### config.mk
export PLATFORM = sky130hd
export DESIGN_NAME = factor_game_ctrl
export DESIGN_NICKNAME = d
export VERILOG_FILES = /design/src/rtl/factor_game_ctrl.sv
export SDC_FILE = /design/constraint.sdc
export NUM_CORES = 1
export LEC_CHECK = 0
export ABC_CLOCK_PERIOD_IN_PS = 3600
export CELL_PAD_IN_SITES_DETAIL_PLACEMENT = 1
export CELL_PAD_IN_SITES_GLOBAL_PLACEMENT = 1
export CORE_AREA = 2 2 84 86
export DETAILED_ROUTE_END_ITERATION = 12
export DIE_AREA = 0 0 86 88
export PLACE_DENSITY = 0.85
export RECOVER_POWER = 25
export SYNTH_ARGS = -nofsm -noshare
export SYNTH_HDL_FRONTEND = slang
export SYNTH_SLANG_ARGS = --single-unit
### constraint.sdc
create_clock -name clk_i -period 3.6 [get_ports clk_i]
set_clock_uncertainty 0.05 [all_clocks]
set_input_delay 0.72 -clock clk_i [delete_from_list [all_inputs] [get_ports clk_i]]
set_output_delay 0.72 -clock clk_i [all_outputs]
set_load 0.05 [all_outputs]
### src/rtl/factor_game_ctrl.sv
// factor_game_ctrl: quiz sequencer with HP tracking and a repeated-subtraction divisibility check.
// Define FACTOR_TIMEOUT_EN to add a PLAY-state answer timer of TIMEOUT cycles.
module factor_game_ctrl #(
  parameter int NUM_W   = 10,
  parameter int HP_INIT = 3,
  parameter int TIMEOUT = 50_000_000
) (
  input  logic             clk_i,
  input  logic             rst_ni,
  input  logic             ready_i,
  input  logic             que_i,
  input  logic [2:0]       sel_i,
  input  logic             dec_i,
  input  logic             clr_i,
  input  logic             num_valid_i,
  input  logic [NUM_W-1:0] num_i,
  output logic             num_req_o,
  output logic [NUM_W-1:0] rem_o,
  output logic [1:0]       hp_o,
  output logic [2:0]       state_o,
  output logic             correct_o,
  output logic             wrong_o,
  output logic             ledr_o
);
  typedef enum logic [2:0] {IDLE, WAIT_Q, FETCH, PLAY, CHECK, CLEAR, OVER} state_t;
  state_t           state_q, state_d;
  logic [NUM_W-1:0] rem_q, rem_d, acc_q, acc_d, p_q, p_d, q_q, q_d, prime;
  logic [1:0]       hp_q, hp_d, hp_dec;
  logic             que_q, num_req_q, num_req_d, correct_q, correct_d, wrong_q, wrong_d, ledr_q;
  logic             que_rise, sel_ok, tmo;
  assign que_rise = que_i & ~que_q;
  assign sel_ok   = sel_i < 3'd6;
  assign prime    = NUM_W'(sel_i == 3'd0 ? 4'd2 : sel_i == 3'd1 ? 4'd3 : sel_i == 3'd2 ? 4'd5 :
                           sel_i == 3'd3 ? 4'd7 : sel_i == 3'd4 ? 4'd11 : 4'd13);
  assign hp_dec   = (hp_q == 2'd0) ? 2'd0 : hp_q - 2'd1;
`ifdef FACTOR_TIMEOUT_EN
  logic [31:0] tmr_q, tmr_d;
  assign tmo   = (state_q == PLAY) && (tmr_q == 32'd0);
  // Reload on every PLAY entry and on a non-fatal expiry; frozen elsewhere.
  assign tmr_d = (state_d == PLAY && (state_q != PLAY || tmo)) ? 32'(TIMEOUT - 1) :
                 (state_q == PLAY) ? tmr_q - 32'd1 : tmr_q;
  always_ff @(posedge clk_i or negedge rst_ni)
    if (!rst_ni) tmr_q <= '0;
    else tmr_q <= tmr_d;
`else
  logic unused_tmo;
  assign tmo        = 1'b0;
  assign unused_tmo = |TIMEOUT;
`endif
  always_comb begin
    state_d   = state_q;
    rem_d     = rem_q;
    hp_d      = hp_q;
    acc_d     = acc_q;
    p_d       = p_q;
    q_d       = q_q;
    num_req_d = 1'b0;
    correct_d = 1'b0;
    wrong_d   = 1'b0;
    if (!ready_i) begin
      state_d = IDLE;
      rem_d   = '0;
    end else begin
      case (state_q)
        IDLE: begin
          state_d = WAIT_Q;
          hp_d    = 2'(HP_INIT);
        end
        WAIT_Q, CLEAR: state_d = que_rise ? FETCH : state_q;
        FETCH: if (num_valid_i) begin
          if (num_i >= NUM_W'(2)) begin
            rem_d   = num_i;
            state_d = PLAY;
          end else num_req_d = 1'b1;
        end
        PLAY: if (clr_i) state_d = WAIT_Q;
        else if (dec_i && sel_ok) begin
          state_d = CHECK;
          acc_d   = rem_q;
          p_d     = prime;
          q_d     = '0;
        end else if (tmo) begin
          wrong_d = 1'b1;
          hp_d    = hp_dec;
          state_d = (hp_dec == 2'd0) ? OVER : PLAY;
        end
        CHECK: if (clr_i) state_d = WAIT_Q;
        else if (acc_q >= p_q) begin
          acc_d = acc_q - p_q;
          q_d   = q_q + NUM_W'(1);
        end else if (acc_q == '0) begin
          rem_d     = q_q;
          correct_d = 1'b1;
          state_d   = (q_q == NUM_W'(1)) ? CLEAR : PLAY;
        end else begin
          wrong_d = 1'b1;
          hp_d    = hp_dec;
          state_d = (hp_dec == 2'd0) ? OVER : PLAY;
        end
        default: state_d = state_q;
      endcase
    end
    num_req_d = num_req_d | (state_d == FETCH && state_q != FETCH);
  end
  always_ff @(posedge clk_i or negedge rst_ni)
    if (!rst_ni) begin
      state_q   <= IDLE;
      rem_q     <= '0;
      hp_q      <= '0;
      acc_q     <= '0;
      p_q       <= '0;
      q_q       <= '0;
      que_q     <= 1'b0;
      num_req_q <= 1'b0;
      correct_q <= 1'b0;
      wrong_q   <= 1'b0;
      ledr_q    <= 1'b0;
    end else begin
      state_q   <= state_d;
      rem_q     <= rem_d;
      hp_q      <= hp_d;
      acc_q     <= acc_d;
      p_q       <= p_d;
      q_q       <= q_d;
      que_q     <= que_i;
      num_req_q <= num_req_d;
      correct_q <= correct_d;
      wrong_q   <= wrong_d;
      ledr_q    <= state_d == CLEAR;
    end
  assign num_req_o = num_req_q;
  assign rem_o     = rem_q;
  assign hp_o      = hp_q;
  assign state_o   = state_q;
  assign correct_o = correct_q;
  assign wrong_o   = wrong_q;
  assign ledr_o    = ledr_q;
endmodule

### Word-level counts from Yosys, hierarchy flattened

Index checks and enable logic that the tools add are counted.

| word-level totals | value |
|---|---|
| flip-flop bits (word level) | 50 |
| input port bits | 20 |
| word-level logic and storage cells | 113 |

| operators by class | value |
|---|---|
| add/subtract/negate cells | 3 |
| order comparisons | 3 |
| equal/unequal tests | 25 |
| multiplexer cells | 53 |
| bitwise logic cells | 4 |
| reduce and logical (&&, ||, !) cells | 14 |

Operator list:

| operator | number |
|---|---|
| 2-to-1 mux 10 bit | 14 |
| case mux 10 bit (2 select lines) | 3 |
| 2-to-1 mux 3 bit | 12 |
| 2-to-1 mux 4 bit | 4 |
| == test 3 x 2 -> 1 bit (second input constant) | 5 |
| != test 3 bit (second input constant) | 5 |
| case mux 3 bit (5 select lines) | 1 |
| 2-to-1 mux 1 bit | 14 |
| == test 3 bit (second input constant) | 4 |
| != test 2 bit (second input constant) | 6 |
| AND reduction 6 bit | 2 |
| adder 10 x 1 -> 10 bit (second input constant) | 1 |
| == test 10 x 1 -> 1 bit (second input constant) | 1 |
| >= comparator 10 bit | 1 |
| >= comparator 10 x 2 -> 1 bit (second input constant) | 1 |
| logical NOT 10 bit | 1 |
| subtractor 10 bit | 1 |
| 2-to-1 mux 2 bit | 4 |
| == test 3 x 1 -> 1 bit (second input constant) | 2 |
| logical NOT 3 bit | 2 |
| AND reduction 5 bit | 1 |
| logical NOT 2 bit | 2 |
| case mux 2 bit (2 select lines) | 1 |
| AND reduction 4 bit | 1 |
| 10 further kinds | 13 |

### Longest topological paths before layout

Gate-level depths: netlist of run 1.

| logic depth | value |
|---|---|
| word-level depth | 12 |
| mapped depth | 12 |
| depth with buffers taken out | 10 |

### Worst setup path before layout of run 1

Ideal clock, no wire load.

| timing path | value |
|---|---|
| path type | reg-to-reg |
| start point | register acc_q[0] |
| end point | register ledr_q (netlist: ledr_o) |
| library setup time | 0.120 ns |
| arrival time | 2.444 ns |
| required time | 3.430 ns |
| setup slack | 0.986 ns |
| cell stages (with the launch flop) | 11 |
| cell sequence | dfrtp_1 inv_1 ha_1 inv_1 fa_1 a21o_1 a21oi_2 nand2_1 or4_1 o21a_2 and3b_1 |

| between the ends | value |
|---|---|
| cells in the longest elaborated chain, start to end | 7 |
| elaborated cells on any way between the ends | 8 |

Ends and longest elaborated chain:

| element | line | RTL |
|---|---|---|
| start, declared | 27 | `logic [NUM_W-1:0] rem_q, rem_d, acc_q, acc_d, p_q, p_d, q_q, q_d, prime;` |
| start signal, assigned | 110 | `acc_q <= '0;` |
| start signal, assigned | 122 | `acc_q <= acc_d;` |
| parallel branches: the longest is 2 deep, another holds >= comparator 10 bit | -- |  |
| 2-to-1 mux 3 bit * | 88 | `else if (acc_q >= p_q) begin` |
| 2-to-1 mux 3 bit * | 87 | `CHECK: if (clr_i) state_d = WAIT_Q;` |
| case mux 3 bit (5 select lines) * | 64 | `case (state_q)` |
| 2-to-1 mux 3 bit * | 60 | `if (!ready_i) begin` |
| net state_d[2] | 26 | `state_t state_q, state_d;` |
| == test 3 bit * | 129 | `ledr_q <= state_d == CLEAR;` |
| end signal, assigned | 117 | `ledr_q <= 1'b0;` |
| end signal, assigned | 129 |  |
| end, declared | 29 | `logic que_q, num_req_q, num_req_d, correct_q, correct_d, wrong_q, wrong_d, ledr_q;` |

Mark *: on every way through the listed nets, which the timed path passes.
A chain may end at the register's enable or synchronous reset.

### Worst setup path after layout of run 1

| timing path | value |
|---|---|
| start point | register acc_q[0] |
| end point | register q_q[9] |

| between the ends | value |
|---|---|
| cells in the longest elaborated chain, start to end | 3 |

Ends and longest elaborated chain:

| element | line | RTL |
|---|---|---|
| >= comparator 10 bit | 88 |  |
| != test 2 bit (no source line) | -- |  |
| AND reduction 6 bit (no source line) | -- |  |
| end signal, assigned | 124 | `q_q <= q_d;` |
| end, declared | 27 |  |

No other way between the ends.

==> reports/qor.csv, run 1 <==
metric;value;unit
outcome;finished with violations;
failing checks;capacitance limit, slew limit;
most common cell in the netlist;nand2_1;
relative slew slack;-0.626;
Final HPWL DP;5.57;mm
Sum Neg Setup Slack;0;ns
cells along the critical path;inv_1 > ha_1 > inv_1 > fa_1 > a21o_1 > a21oi_2 > a21o_1 > a21o_1 > o21ai_0 > a21oi_1;
yosys warns;0;
Die ar.;7570;sq um
Main synth FF type;dfrtp_1;
Slowest Stage Delay on Critical Path;0.53;ns
mean number of vias per cell;5.80;
GRT Resource Usage Total;0.216;
Setup crit start kind;register;
placed cell areas;3160;sq um
FF+latch count, synth;44;
Netlist cell types;63;
IO buf count;38;
largest net degree at the start of global routing;45;
clk_lat worst skew;0.31;ns
maxcap violations;1;
Reg clk slew, reported paths;0.08;ns
worst slew pin tran;2.44;ns
die height;88;um
Yosys top cell by area;dfrtp_1;
syn_nets;318;
Pwr Density;425;nW/um^2
final hold viol count;0;
fin crit share;0.813;
CP most frequent cell;a21o_1;
post-synthesis async set-or-reset flop share;1.00;
initial core utilization;0.411;
Worst Hold Launch;acc_q[3]$_DFFE_PN0P_;
Finished Cell Area;3270;sq um
vias in the first global route;2550;
chip width;86;um
post-synthesis sequential area ratio;0.403;
R2R Path End;q_q[9]$_DFFE_PN0P_;
RSZ-0062 raised after global routing;no;
worst hold path type;register to register;
Hold-fix buffers, CTS;0;
RR Startpoint;acc_q[0]$_DFFE_PN0P_;
CP delay by family, top;compound AO/OA/AOI/OAI gates;
worst hold path depth;2;
wire per inst;18.4;um
n_diodes;0;
Max Fclk;342;MHz
DRT antenna net count;0;
share of post-route cells with drive strength above 1;0.118;
Cells after Synth;291;
CTS tree;done;
Pre-antenna DRT Iters;4;
first-pass GRT wire length;12.8;mm
peak supply drop;0.000144;V
first-iteration detailed-routing DRC count;96;
Slew Limit Fails;45;
Leakage;1.36;nW
Residual DRC;0;
Final setup viols;0;
hold endpoint;acc_q[3]$_DFFE_PN0P_;
via count;2377;
Slowest-stage cell, CP;a21o_1;
Routability Congestion;0.852;
final wirelength;7.53;mm
num rows;30;
critical path class;register to register;
area grow syn2layout;19.6;%
clock sink total;44;
initial antenna violation count;0;
FF-to-FF setup slack;0.67;ns
synth top area cells;dfrtp_1, nand2_1, mux2_4, nor2_1, a21boi_0;
CTS H-Tree Depth;2;
CP arrival;3.10;ns
Synth Cell Area;2730;sq um
IO Pins;39;
post-CTS setup buffer count;0;
post-layout minimum cycle time;2.93;ns
Fillers;789;
Core Region;6640;sq um
top cells by count, synth;nand2_1, dfrtp_1, nor2_1, o21ai_1, a21oi_1;
EDFF count, synth;0;
hold_ws;0.498;ns
CP max FO;19;
GR Overflow Total;0;
post-cts gate resize count;0;
Avg Inst Size Synth;9.39;sq um
Data required, critical path;3.78;ns
TritonCTS Buffers;5;
post-synth top area share;0.403;
crit end category;register;
Buf/Inv on CP;2;
Layout Nets;356;
Clock Path Buffers;2;
worst r2r path cells;10;
root buf cell;clkbuf_8;
-- report_power, final --
group | switching, W | total (W) | leakage, nW | internal, W
sequential | 0.0000578 | 0.000597 | 0.563 | 0.000539
combinational | 0.000236 | 0.000414 | 0.742 | 0.000178
clock | 0.000172 | 0.000379 | 0.0552 | 0.000206
-- kinds of logic after synthesis --
| kind of cell | after synthesis | synth area share |
|---|---|---|
| AND/OR/NAND/NOR | 117 | 0.230 |
| AO/OA/AOI/OAI | 82 | 0.204 |
| flip-flops | 44 | 0.403 |
| buffers and inverters | 23 | 0.0471 |
| multiplexers | 12 | 0.0627 |
| adder cells (fa/ha/maj) | 7 | 0.0348 |
| XOR/XNOR | 6 | 0.0192 |
-- routing by layer --
metal	vias up	global-route usage	share of wire
met5	-	0	0
met1	1209	0.276	0.45
met4	0	0.0548	0.011
li1	1118	-	-
met3	10	0.0330	0.024
met2	40	0.383	0.51
-- per-stage QoR --
step | power, W | setup slack, ns | std cells | util
after floorplan | 0.000873 | 0.986 | 291 | -
after global placement | 0.00100 | 0.511 | 402 | 0.476
after detailed placement | 0.00102 | 0.468 | 402 | 0.476
after CTS | 0.00140 | 0.651 | 410 | 0.492
after global routing | 0.00147 | 0.388 | 410 | 0.492
final | 0.00139 | 0.673 | 410 | 0.492
-- tightest hold or removal path: stages (launching register included) --
cell and delay [ns]:
dfrtp_1 0.38, nand2_1 0.06, o21ai_1 0.07
-- how the worst max path moves through the flow --
| stage | from | endpoint | slack [ns] | cells past startpoint |
|---|---|---|---|---|
| floorplan | acc_q[0]$_DFFE_PN0P_ | ledr_o$_DFF_PN0_ | 0.99 | 10 |
| global placement | num_i[3] | rem_o[6]$_DFFE_PN0P_ | 0.51 | 7 |
| detailed placement | num_i[4] | rem_o[5]$_DFFE_PN0P_ | 0.47 | 7 |
| CTS | acc_q[0]$_DFFE_PN0P_ | q_q[9]$_DFFE_PN0P_ | 0.65 | 10 |
| global route | acc_q[0]$_DFFE_PN0P_ | q_q[9]$_DFFE_PN0P_ | 0.39 | 10 |
| finish | acc_q[0]$_DFFE_PN0P_ | q_q[9]$_DFFE_PN0P_ | 0.67 | 10 |
-- layout by cell type (no fill, tap or decap), types with 6 or more instances in the layout --
master           count
o21ai_1             15
mux2_4              10
a21oi_1             12
xnor2_1              6
nand2_1             45
dfrtp_1             44
buf_4                6
inv_1               10
o21ai_0              9
nor3_1               8
nor2_1              24
a22o_1               6
clkdlybuf4s50_1     36
ha_1                 6
a21boi_0            11
-- flip-flops by register name, summed over array words and instances, names as in the netlist, 2 cells and up --
| name | cells |
|---|---|
| p_q | 4 |
| rem_o | 10 |
| acc_q | 10 |
| hp_o | 2 |
| q_q | 10 |
| state_o | 3 |
-- area by class of cell --
class | instances | area (sq um) | share of cell area
clock buffers | 6 | 72.6 | 0.0222
clock inverters | 2 | 35.0 | 0.0107
inverters | 10 | 37.5 | 0.0115
multi-input cells | 224 | 1500 | 0.460
flip-flops and latches | 44 | 1100 | 0.337
well taps | 80 | 100 | 0.0306
repair buffers | 44 | 419 | 0.128
(Power assumes the default switching activity.)
==> run 2, diff against run 1 <==
--- a/config.mk
+++ b/config.mk
@@ -5,7 +5,7 @@
 export SDC_FILE = /design/constraint.sdc
 export NUM_CORES = 1
 export LEC_CHECK = 0
-export ABC_CLOCK_PERIOD_IN_PS = 3600
+export ABC_CLOCK_PERIOD_IN_PS = 3050
 export CELL_PAD_IN_SITES_DETAIL_PLACEMENT = 1
 export CELL_PAD_IN_SITES_GLOBAL_PLACEMENT = 1
 export CORE_AREA = 2 2 84 86
==> constraint.sdc (replaced) <==
create_clock -name clk_i -period 3.05 [get_ports clk_i]
set_clock_uncertainty 0.05 [all_clocks]
set_input_delay 0.61 -clock clk_i [delete_from_list [all_inputs] [get_ports clk_i]]
set_output_delay 0.61 -clock clk_i [all_outputs]
set_load 0.05 [all_outputs]
==> run 2 against run 1 <==
Against the previous run: the run still ends with capacitance limit, slew limit left; sequential power up 18%; via count down 0.17%; critical path depth unchanged; sequential cell count unchanged; core utilization up 0.64 points; largest cell class unchanged; design area up 1.3%.
==> reports/qor.csv, run 2 (same netlist as run 1, synthesis figures left out) <==
metric;value;unit
wire per inst;19.1;um
sw power;0.000569;W
relative slew slack;-0.585;
GRT Resource Usage Total;0.231;
die height;88;um
RSZ-0062 raised after global routing;no;
Fillers;771;
worst hold path type;register to register;
GR Overflow Total;0;
clock sink total;44;
largest net degree at the start of global routing;45;
multi-input logic area;1500;sq um
Leakage;1.38;nW
Final setup viols;0;
crit end category;register;
CP max FO;7;
Reg clk slew, reported paths;0.09;ns
Layout Nets;363;
fin crit share;0.926;
initial core utilization;0.411;
Clock Path Buffers;2;
TritonCTS Buffers;5;
vias in the first global route;2624;
Comb pwr share;0.311;
final wirelength;7.98;mm
root buf cell;clkbuf_8;
Hold-fix buffers, CTS;0;
clock network power share;0.249;
Slowest Stage Delay on Critical Path;0.57;ns
failing checks;capacitance limit, slew limit;
worst slew pin tran;2.38;ns
Max Fclk;354;MHz
n_diodes;0;
Final HPWL DP;5.93;mm
CP arrival;2.99;ns
Tot Pwr;0.00161;W
Routability Congestion;0.800;
Pre-antenna DRT Iters;4;
maxcap violations;1;
mean number of vias per cell;5.69;
Slew Limit Fails;45;
area grow syn2layout;21.1;%
Register Area;1100;sq um
cells along the critical path;inv_1 > ha_1 > inv_1 > fa_1 > a21o_1 > a21oi_2 > nand2_1 > or4_1 > o21a_2 > o31ai_2;
num rows;30;
post-CTS setup buffer count;0;
Sum Neg Setup Slack;0;ns
Core Region;6640;sq um
CP most frequent cell;inv_1;
Residual DRC;0;
initial antenna violation count;0;
CTS tree;done;
Slowest-stage cell, CP;or4_1;
via count;2373;
CTS H-Tree Depth;2;
DRT antenna net count;0;
critical path class;register to register;
chip width;86;um
Pwr Density;485;nW/um^2
Die ar.;7570;sq um
Data required, critical path;3.22;ns
most frequent cells in the layout;nand2_1, dfrtp_1, clkdlybuf4s50_1;
Setup crit start kind;register;
first-iteration detailed-routing DRC count;95;
peak supply drop;0.000283;V
clk_lat worst skew;0.31;ns
outcome;finished with violations;
post-layout minimum cycle time;2.82;ns
first-pass GRT wire length;13.4;mm
final hold viol count;0;
IO buf count;38;
share of post-route cells with drive strength above 1;0.139;
most common cell after layout, fill and taps aside;nand2_1;
post-cts gate resize count;0;
Reg power frac;0.439;
Int Pwr;0.00104;W
sw frac;0.354;
IO Pins;39;
## run 2: worst max-delay path: cells and delay by family (launching register included)
kind,cells,cell delay (ns)
simple gates,2,0.77
flops,1,0.44
compound gates,4,0.78
buf+inv,2,0.13
fa+ha+maj,2,0.56
## run 2: worst paths after layout
path | startpoint | endpoint | slack, ns | cells after the start
hold / removal | acc_q[3]$_DFFE_PN0P_ | acc_q[3]$_DFFE_PN0P_ | 0.49 | 2
min in group asynchronous | rst_ni | acc_q[7]$_DFFE_PN0P_ | 0.97 | 1
setup / recovery | acc_q[0]$_DFFE_PN0P_ | num_req_o$_DFF_PN0_ | 0.23 | 10
setup reg to reg | acc_q[0]$_DFFE_PN0P_ | num_req_o$_DFF_PN0_ | 0.23 | 10
max in group asynchronous | rst_ni | q_q[4]$_DFFE_PN0P_ | 0.63 | 1
hold reg to reg | acc_q[3]$_DFFE_PN0P_ | acc_q[3]$_DFFE_PN0P_ | 0.49 | 2
## run 2: per-stage QoR
step | instance area (sq um) | hold slack, ns | setup slack [ns] | util | instances
finish | 3310 | 0.487 | 0.226 | 0.498 | 417
global route | 3310 | 0.546 | 0.0675 | 0.498 | 417
CTS | 3310 | 0.448 | 0.236 | 0.499 | 417
detailed placement | 3220 | 0.473 | 0.182 | 0.484 | 409
global placement | 3220 | 0.460 | 0.246 | 0.484 | 409
floorplan | 2730 | 0.264 | 0.436 | - | 291
## run 2: final cells by class
class / count / share of cell area
clock buffers: 6 / 0.0249
clock inverters: 2 / 0.00453
well taps: 80 / 0.0302
flip-flops and latches: 44 / 0.332
inverters: 10 / 0.0113
repair buffers: 51 / 0.142
multi-input cells: 224 / 0.454
## run 2: routing by layer
| layer | track usage | share of wire | wire [um] | up-vias |
|---|---|---|---|---|
| met4 | 0.0750 | 0.017 | 137 | 0 |
| met1 | 0.280 | 0.45 | 3610 | 1183 |
| li1 | - | - | - | 1139 |
| met5 | 0 | 0 | 0 | - |
| met3 | 0.0490 | 0.025 | 198 | 13 |
| met2 | 0.408 | 0.51 | 4030 | 38 |
## run 2: power groups by stage
stage / combinational (W) / clock, W / sequential [W]
after detailed placement: 0.000497 / 0 / 0.000717
final: 0.000500 / 0.000401 / 0.000705
after global routing: 0.000546 / 0.000437 / 0.000715
after global placement: 0.000476 / 0 / 0.000712
after floorplan: 0.000274 / 0 / 0.000756
after CTS: 0.000503 / 0.000417 / 0.000705
